--- src/rtl/memory_stage.sv ---
// memory_stage: pipeline memory stage that passes ALU results to writeback or runs one data-memory access with timeout.
module memory_stage #(
  parameter int unsigned TIMEOUT = 15,
  parameter logic [3:0] OP_LOAD = 4'b1100,
  parameter logic [3:0] OP_STORE = 4'b1110
) (
  input  logic        clk,
  input  logic        rst_n,
  input  logic        valid_in,
  input  logic [4:0]  control_in,
  input  logic [15:0] result_in,
  input  logic [15:0] store_data_in,
  input  logic [4:0]  dest_index_in,
  input  logic        write_enable_in,
  output logic        stall_out,
  output logic        mem_req,
  output logic        mem_we,
  output logic [15:0] mem_addr,
  output logic [15:0] mem_wdata,
  input  logic [15:0] mem_rdata,
  input  logic        mem_ack,
  output logic        wb_valid,
  output logic        wb_we,
  output logic [4:0]  wb_dest,
  output logic [15:0] wb_data,
  output logic [4:0]  wb_control,
  output logic        mem_err
);
  localparam logic [0:0] IDLE = 1'b0;
  localparam logic [0:0] BUSY = 1'b1;
  logic [0:0] state;
  logic [7:0] cnt;
  logic [7:0] cnt_nxt;
  logic [3:0] op;
  logic       is_mem;
  logic [4:0] pend_dest;
  logic [4:0] pend_ctl;
  assign op = control_in[3:0];
  assign is_mem = op == OP_LOAD || op == OP_STORE;
  assign cnt_nxt = cnt + 8'd1;
  assign stall_out = state == BUSY;
  // dest/control of a memory op are parked so wb_* keep their last values until completion
  always_ff @(posedge clk or negedge rst_n)
    if (!rst_n) begin
      state <= IDLE;
      cnt <= '0;
      pend_dest <= '0;
      pend_ctl <= '0;
      mem_req <= 1'b0;
      mem_we <= 1'b0;
      mem_addr <= '0;
      mem_wdata <= '0;
      wb_valid <= 1'b0;
      wb_we <= 1'b0;
      wb_dest <= '0;
      wb_data <= '0;
      wb_control <= '0;
      mem_err <= 1'b0;
    end else begin
      wb_valid <= 1'b0;
      if (state == IDLE) begin
        if (valid_in && is_mem) begin
          mem_req <= 1'b1;
          mem_we <= op == OP_STORE;
          mem_addr <= result_in;
          mem_wdata <= store_data_in;
          pend_dest <= dest_index_in;
          pend_ctl <= control_in;
          cnt <= '0;
          state <= BUSY;
        end else if (valid_in) begin
          wb_valid <= 1'b1;
          wb_we <= write_enable_in && op != 4'b0000;
          wb_dest <= dest_index_in;
          wb_data <= result_in;
          wb_control <= control_in;
        end
      end else if (mem_ack || cnt_nxt == 8'(TIMEOUT)) begin
        mem_req <= 1'b0;
        wb_valid <= 1'b1;
        wb_dest <= pend_dest;
        wb_control <= pend_ctl;
        wb_we <= mem_ack && !mem_we;
        wb_data <= !mem_ack ? wb_data : mem_we ? mem_addr : mem_rdata;
        mem_err <= mem_err || !mem_ack;
        state <= IDLE;
      end else
        cnt <= cnt_nxt;
    end
endmodule

--- config.mk ---
export PLATFORM = sky130hd
export DESIGN_NAME = memory_stage
export DESIGN_NICKNAME = d
export VERILOG_FILES = /design/src/rtl/memory_stage.sv
export SDC_FILE = /design/constraint.sdc
export NUM_CORES = 1
export LEC_CHECK = 0
export CAP_MARGIN = 5
export CORE_MARGIN = 3
export CORE_UTILIZATION = 49
export DETAILED_ROUTE_END_ITERATION = 8
export GPL_TIMING_DRIVEN = 0
export MAX_ROUTING_LAYER = met4
export PLACE_DENSITY = 0.94
export SYNTH_ARGS = -nofsm -noshare
export SYNTH_HDL_FRONTEND = slang
export SYNTH_SLANG_ARGS = --single-unit
--- constraint.sdc ---
create_clock -name clk -period 3.1 [get_ports clk]
set_input_delay 0.465 -clock clk [delete_from_list [all_inputs] [get_ports clk]]
set_output_delay 0.465 -clock clk [all_outputs]
set_load 0.03 [all_outputs]
==> impl_metrics.yaml, run 1 <==
critical_path:
  crit_fanout: 10
  worstPathArrival_ns: 2.62
  crit_type: "input pin to flop"
  crit_required_ns: 3.31
  cpMostUsedCell: "clkbuf_1"
  cpPeakStageDelay_ns: 0.45
  end_kind: "flop"
  crit_path_start_kind: "input pin"
  worstPathCellList: "clkdlybuf4s50_1 -> nand3b_1 -> or3b_1 -> clkbuf_1 -> o21ai_1 -> clkbuf_1 -> o21ai_0"
  critPathSlowestCell: "clkdlybuf4s50_1"
drt:
  vias_per_cell: 5.368
  route.detailed.drc: 0
  first_pass_iters: 5
  ant_nets: 0
  first_iter_violations: 199
  wire_per_inst_um: 16.56
  num_vias: 3500
  wirelength_mm: 10.79
synth:
  netlist-cell-type-count: 35
  synthesis.area_um2: 3797
  postSynthCellCount: 410
  synth_edf_count: 0
  synth.avg_cell_area_um2: 9.262
  synth_seq_cells: 82
  async_flop_share_pct: 100.0
  syn_nets: 475
  yosysSeqAreaShare_pct: 54.04
  synthFlopType: "dfrtp_1"
  ys_warn_count: 0
timing:
  setup_violations: 0
  min_period_over_period_pct: 77.66
  fin_skew_ns: 0.008560
  hold_slack_ns: 0.04974
  tightest_slew_ns: 0.5712
  relSlewSlack_pct: 61.92
  fmax_ghz: 0.4154
  fin_crit_ns: 2.408
  fin_tns_setup_ns: 0
  setup_ws_ns: 0.6924
  hold_viol_final: 0
  rsz0062_at_grt: "false"
  slew_viol_final: 0
power:
  vdd_drop_max_mv: 0.3204
  p_total_mw: 3.219
  p_leak_nw: 2.463
  p_per_area_nw_per_um2: 597.9
final_layout:
  stdcell_area_um2: 5384
  post-route-util_pct: 73.06
  final_cells: 652
  nNetsFinal: 613
  drive_gt1_share_pct: 5.787
  areaGrowthSynthToFinish_pct: 41.78
  fill_cells: 546
  n_antenna_cell: 0
clock_tree:
  hold_buffers: 0
  cts_tree: "yes"
  cts_sinks: 82
  cts.htree.levels: 3
  post_cts_buffers: 0
  clkLatencyLatePin_ns: 0.35
  cts_root_buffer: "clkbuf_8"
  numCtsBuffers: 9
  cts_buffer_depth: 2
  cts.reportedPaths.clkPinSlew_ns: 0.08
  cts_resized: 0
placed_design:
  dp_hpwl_mm: 7.971
  routabilityCongestion: 0.8976
  place_area_um2: 5207
  post-place-ws_ns: 0.2897
  dp.cells: 636
  portBuffers: 126
die:
  row_count: 31
  fp.dieW_um: 94.03
  ios: 127
  initial_core_util_pct: 51.53
  die_area_um2: 8842
  core_area_um2: 7370
  die_height_um: 94.03
global_routing:
  grt_overflow: 0
  grt_first_pass_wirelength_mm: 17.35
  first_global_vias: 3537
  grt_usage_pct: 26.02
  grt_max_degree: 53
  antenna_found_initial: 0
status:
  status: "complete, no violations"
run:
  maxCapViolCount: 0
min_path:
  hold_class: "input pin to async pin"
[final cells by class]
type	count	area, um2	area share, %
flip-flops and latches	82	2052	38.11
multi-input cells	300	1619	30.07
repair buffers	127	1286	23.89
clock buffers	10	127.6	2.370
inverters	3	11.26	0.2092
well taps	99	123.9	2.301
clock inverters	6	48.80	0.9063
plain buffers	25	115.1	2.138
[worst max-delay path, delay by kind of cell]
| kind | cells | cell delay [ns] |
|---|---|---|
| AO/OA/AOI/OAI | 2 | 0.42 |
| AND/OR/NAND/NOR | 2 | 0.70 |
| buffers and inverters | 3 | 1.03 |
[where the power goes]
part	switching [mW]	internal (mW)
Clock	0.403	0.298
Sequential	0.138	1.25
Combinational	0.640	0.488
[synth_stat cells (2+ instances only)]
master	number	area, um2
nand2_1	170	638.1
buf_6	2	22.52
o21ai_0	38	190.2
mux2i_1	29	290.3
inv_1	3	11.26
buf_2	5	25.02
ha_1	2	25.02
o21ai_1	5	25.02
a32o_1	2	20.02
and2_1	5	31.28
a21o_1	2	15.01
nand3b_1	2	15.01
nand2b_1	4	25.02
dfrtp_1	82	2052
nor2b_1	2	12.51
nand3_1	7	35.03
mux2_2	2	22.52
nor2_1	3	11.26
clkbuf_1	17	63.81
and3_1	2	12.51
a21oi_1	4	20.02
a221o_1	9	90.09
[cells by family after synthesis]
| logic type | share of synthesized area, % |
|---|---|
| AOI/OAI and AO/OA | 10.64 |
| DFF | 54.04 |
| buffers and inverters | 3.328 |
| xor gates and xnor gates | 0.6591 |
| and+or+nand+nor | 22.44 |
| adders and majority gates | 0.6589 |
| muxes | 8.237 |
[registers in the layout, summed over array words and instances (netlist names)]
register,count
mem_err,1
cnt,8
pend_dest,5
mem_req,1
mem_addr,16
pend_ctl,5
wb_control,5
wb_valid,1
wb_we,1
stall_out,1
wb_data,16
mem_we,1
mem_wdata,16
wb_dest,5
[worst paths after layout]
check | start | to | slack [ns] | cells past startpoint
max | control_in[0] | wb_data[2] | 0.69 | 7
min | rst_n | mem_wdata[0] | 0.05 | 1
max reg2reg | stall_out | wb_control[1] | 0.93 | 7
min reg2reg | mem_err | mem_err | 0.48 | 1
max in group asynchronous | rst_n | wb_data[6] | 2.47 | 2
min in group clk | mem_err | mem_err | 0.48 | 1
[routing by layer]
| layer | up-vias | wire (um) | global-route usage, % |
|---|---|---|---|
| met2 | 151 | 5569 | 42.70 |
| met5 | - | 0 | - |
| met3 | 15 | 751 | 4.006 |
| met1 | 1700 | 4286 | 32.72 |
| li1 | 1634 | - | - |
| met4 | 0 | 186 | 9.868 |
[cell usage in the layout (no fill, tap or decap), drive strengths merged, types with 3 or more instances in the layout]
| cell | n |
|---|---|
| clkinvlp | 3 |
| nand3 | 7 |
| nand2 | 171 |
| dfrtp | 82 |
| buf | 10 |
| nor2 | 3 |
| clkbuf | 27 |
| a221o | 9 |
| a21oi | 4 |
| o21ai | 43 |
| and2 | 5 |
| inv | 5 |
| nand2b | 4 |
| and3 | 3 |
| mux2i | 29 |
| clkdlybuf4s50 | 125 |
Note: power is estimated with default switching activity, not from simulation.
==> inputs of run 2 (changes only) <==
--- a/config.mk
+++ b/config.mk
@@ -7,11 +7,11 @@
 export LEC_CHECK = 0
 export CAP_MARGIN = 5
 export CORE_MARGIN = 3
-export CORE_UTILIZATION = 49
+export CORE_UTILIZATION = 46
 export DETAILED_ROUTE_END_ITERATION = 8
 export GPL_TIMING_DRIVEN = 0
 export MAX_ROUTING_LAYER = met4
-export PLACE_DENSITY = 0.94
+export PLACE_DENSITY = 0.89
 export SYNTH_ARGS = -nofsm -noshare
 export SYNTH_HDL_FRONTEND = slang
 export SYNTH_SLANG_ARGS = --single-unit
==> constraint.sdc (replaced) <==
create_clock -name clk -period 2.3 [get_ports clk]
set_input_delay 0.345 -clock clk [delete_from_list [all_inputs] [get_ports clk]]
set_output_delay 0.345 -clock clk [all_outputs]
set_load 0.03 [all_outputs]
==> run 2 against run 1 <==
First-iteration DRC count shrank 23%. Flip-flop and latch count is the same. Via count shrank 1.8%. Global-route usage shrank 3.3 points. Clock skew grew 0.00089 ns. Worst hold slack gained 0.33 ns. Highest routed layer unchanged. Core utilization shrank 3.8 points. Critical endpoint is now wb_control[1]. Sequential share of layout area shrank 0.54 points. Sequential power grew 35%.
==> impl_metrics.yaml, run 2 (synthesized netlist as in run 1, its figures left out) <==
status:
  status: "complete, no violations"
timing:
  fin_skew_ns: 0.009454
  fin_crit_ns: 2.157
  setup_violations: 0
  min_period_over_period_pct: 93.79
  relSlewSlack_pct: 56.62
  rsz0062_at_grt: "true"
  fmax_ghz: 0.4636
  hold_viol_final: 0
  tightest_slew_ns: 0.6507
  slew_viol_final: 0
clock_tree:
  clkLatencyLatePin_ns: 0.35
  cts_root_buffer: "clkbuf_8"
  numCtsBuffers: 9
  cts_buffer_depth: 2
  cts_tree: "yes"
  cts_sinks: 82
  cts.reportedPaths.clkPinSlew_ns: 0.09
  cts.htree.levels: 3
power:
  vdd_drop_max_mv: 0.4448
  p_leak_nw: 2.507
  p_int_mw: 3.069
  clkPwrFrac_pct: 26.9
  p_sw_mw: 1.566
  p_seq_share_pct: 40.4
  switching_share_pct: 33.78
  p_total_mw: 4.634
  comb_power_share_pct: 32.7
  p_per_area_nw_per_um2: 848.5
die:
  ios: 127
  core_area_um2: 7888
  die_height_um: 96.86
  fp.dieW_um: 96.86
  die_area_um2: 9382
  initial_core_util_pct: 48.14
  row_count: 32
min_path:
  hold_class: "input pin to async pin"
drt:
  route.detailed.drc: 0
  first_iter_violations: 154
  wirelength_mm: 10.52
  ant_nets: 0
  wire_per_inst_um: 16.06
  vias_per_cell: 5.249
  first_pass_iters: 4
  num_vias: 3438
global_routing:
  first_global_vias: 3599
  grt_usage_pct: 22.73
  grt_use_met1_pct: 28.12
  grt_overflow: 0
  use_met2_pct: 37.53
  antenna_found_initial: 0
  top_usage_layer: "met2"
  grt_first_pass_wirelength_mm: 16.98
  met3_usage_pct: 4.110
  grt_max_degree: 71
critical_path:
  regToRegStartpoint: "stall_out"
  worstPathArrival_ns: 2.39
  rrSetupSlack_ns: 0.14
  end_kind: "flop"
  crit_fanout: 10
  crit_required_ns: 2.53
  reg2reg_depth: 7
  rr_endpoint: "wb_control[1]"
  crit_path_start_kind: "flop"
  crit_type: "flop to flop"
final_layout:
  nNetsFinal: 614
  n_antenna_cell: 0
  post-route-util_pct: 69.24
  areaGrowthSynthToFinish_pct: 43.82
  ff_latch_area_um2: 2052
  mostFrequentLayoutCells: "170 x nand2_1, 125 x clkdlybuf4s50_1, 82 x dfrtp_1"
  layout_commonest_cell: "nand2_1"
  multi_input_area_um2: 1619
  fill_cells: 589
  final_cells: 655
  drive_gt1_share_pct: 5.967
  reg.largest.list: "mem_addr x16, mem_wdata x16, wb_data x16"
placed_design:
  dp.cells: 639
  dp_hpwl_mm: 7.725
  routabilityCongestion: 0.8699
  portBuffers: 126
run:
  maxCapViolCount: 0
==> run 2: cell count changes in the layout (fill, tap and decap cells not counted) <==
cell | before | now
clkbuf_2 | 0 | 1
bufinv_16 | 0 | 3
clkinvlp_4 | 3 | 1
dlygate4sd3_1 | 0 | 1
inv_6 | 2 | 1
clkbuf_1 | 18 | 16
==> run 2: area by class of cell <==
class	instances	share of cell area [%]
plain buffers	25	2.131
clock buffers	9	2.268
clock inverters	6	2.108
inverters	3	0.2062
multi-input cells	300	29.64
flip-flops and latches	82	37.57
well taps	102	2.337
repair buffers	128	23.73
==> run 2: power by group through the flow <==
stage	Combinational (mW)	Sequential, mW	Clock, mW
final	1.52	1.87	1.25
after global routing	1.61	1.90	1.32
after CTS	1.53	1.87	1.26
after detailed placement	1.52	1.90	0
after global placement	1.48	1.88	0
after floorplan	0.407	2.29	0
==> run 2: timing repair <==
action                                 in CTS  in global routing
resized for setup                           0                  2
hold buffers                                1                  0
setup endpoints to repair                   0                 13
buffers inserted                            0                  0
endpoints found under the hold margin      12                  0
==> run 2: per-stage QoR <==
stage          setup TNS, ns  setup slack, ns  hold slack [ns]  area [um2]
2_1_floorplan              0           0.3602          0.04941        3797
3_3_place_gp         -162.52           -1.943           0.4493        5186
3_5_place_dp          -5.681          -0.3508           0.2051        5211
4_1_cts                    0         0.006243           0.3724        5460
5_1_grt             -0.08618         -0.02947           0.3993        5461
6_report                   0           0.1429           0.3748        5461
==> run 2: critical path, stage by stage, from the launching register on <==
cell and delay [ns]:
dfrtp_1 0.41, clkbuf_1 0.33, nor2b_1 0.16, nand2_1 0.24, buf_2 0.30, mux2i_1 0.21
o21ai_0 0.10, a221o_1 0.27
==> run 2: layer usage <==
layer	vias to the layer above	part of all wire, %	routed length (um)
met3	23	6.9	730
met5	-	0	0
li1	1642	-	-
met4	0	2.2	227
met1	1645	42	4392
met2	128	49	5170
==> run 2: worst max path at each step <==
stage | start | endpoint | slack [ns] | depth (start not counted)
2_1_floorplan | stall_out | wb_control[1] | 0.36 | 7
3_3_place_gp | rst_n | mem_wdata[3] | -1.94 | 1
3_5_place_dp | control_in[0] | wb_data[3] | -0.35 | 7
4_1_cts | control_in[0] | wb_data[3] | 0.006 | 7
5_1_grt | control_in[0] | wb_data[12] | -0.03 | 8
6_report | stall_out | wb_control[1] | 0.14 | 7
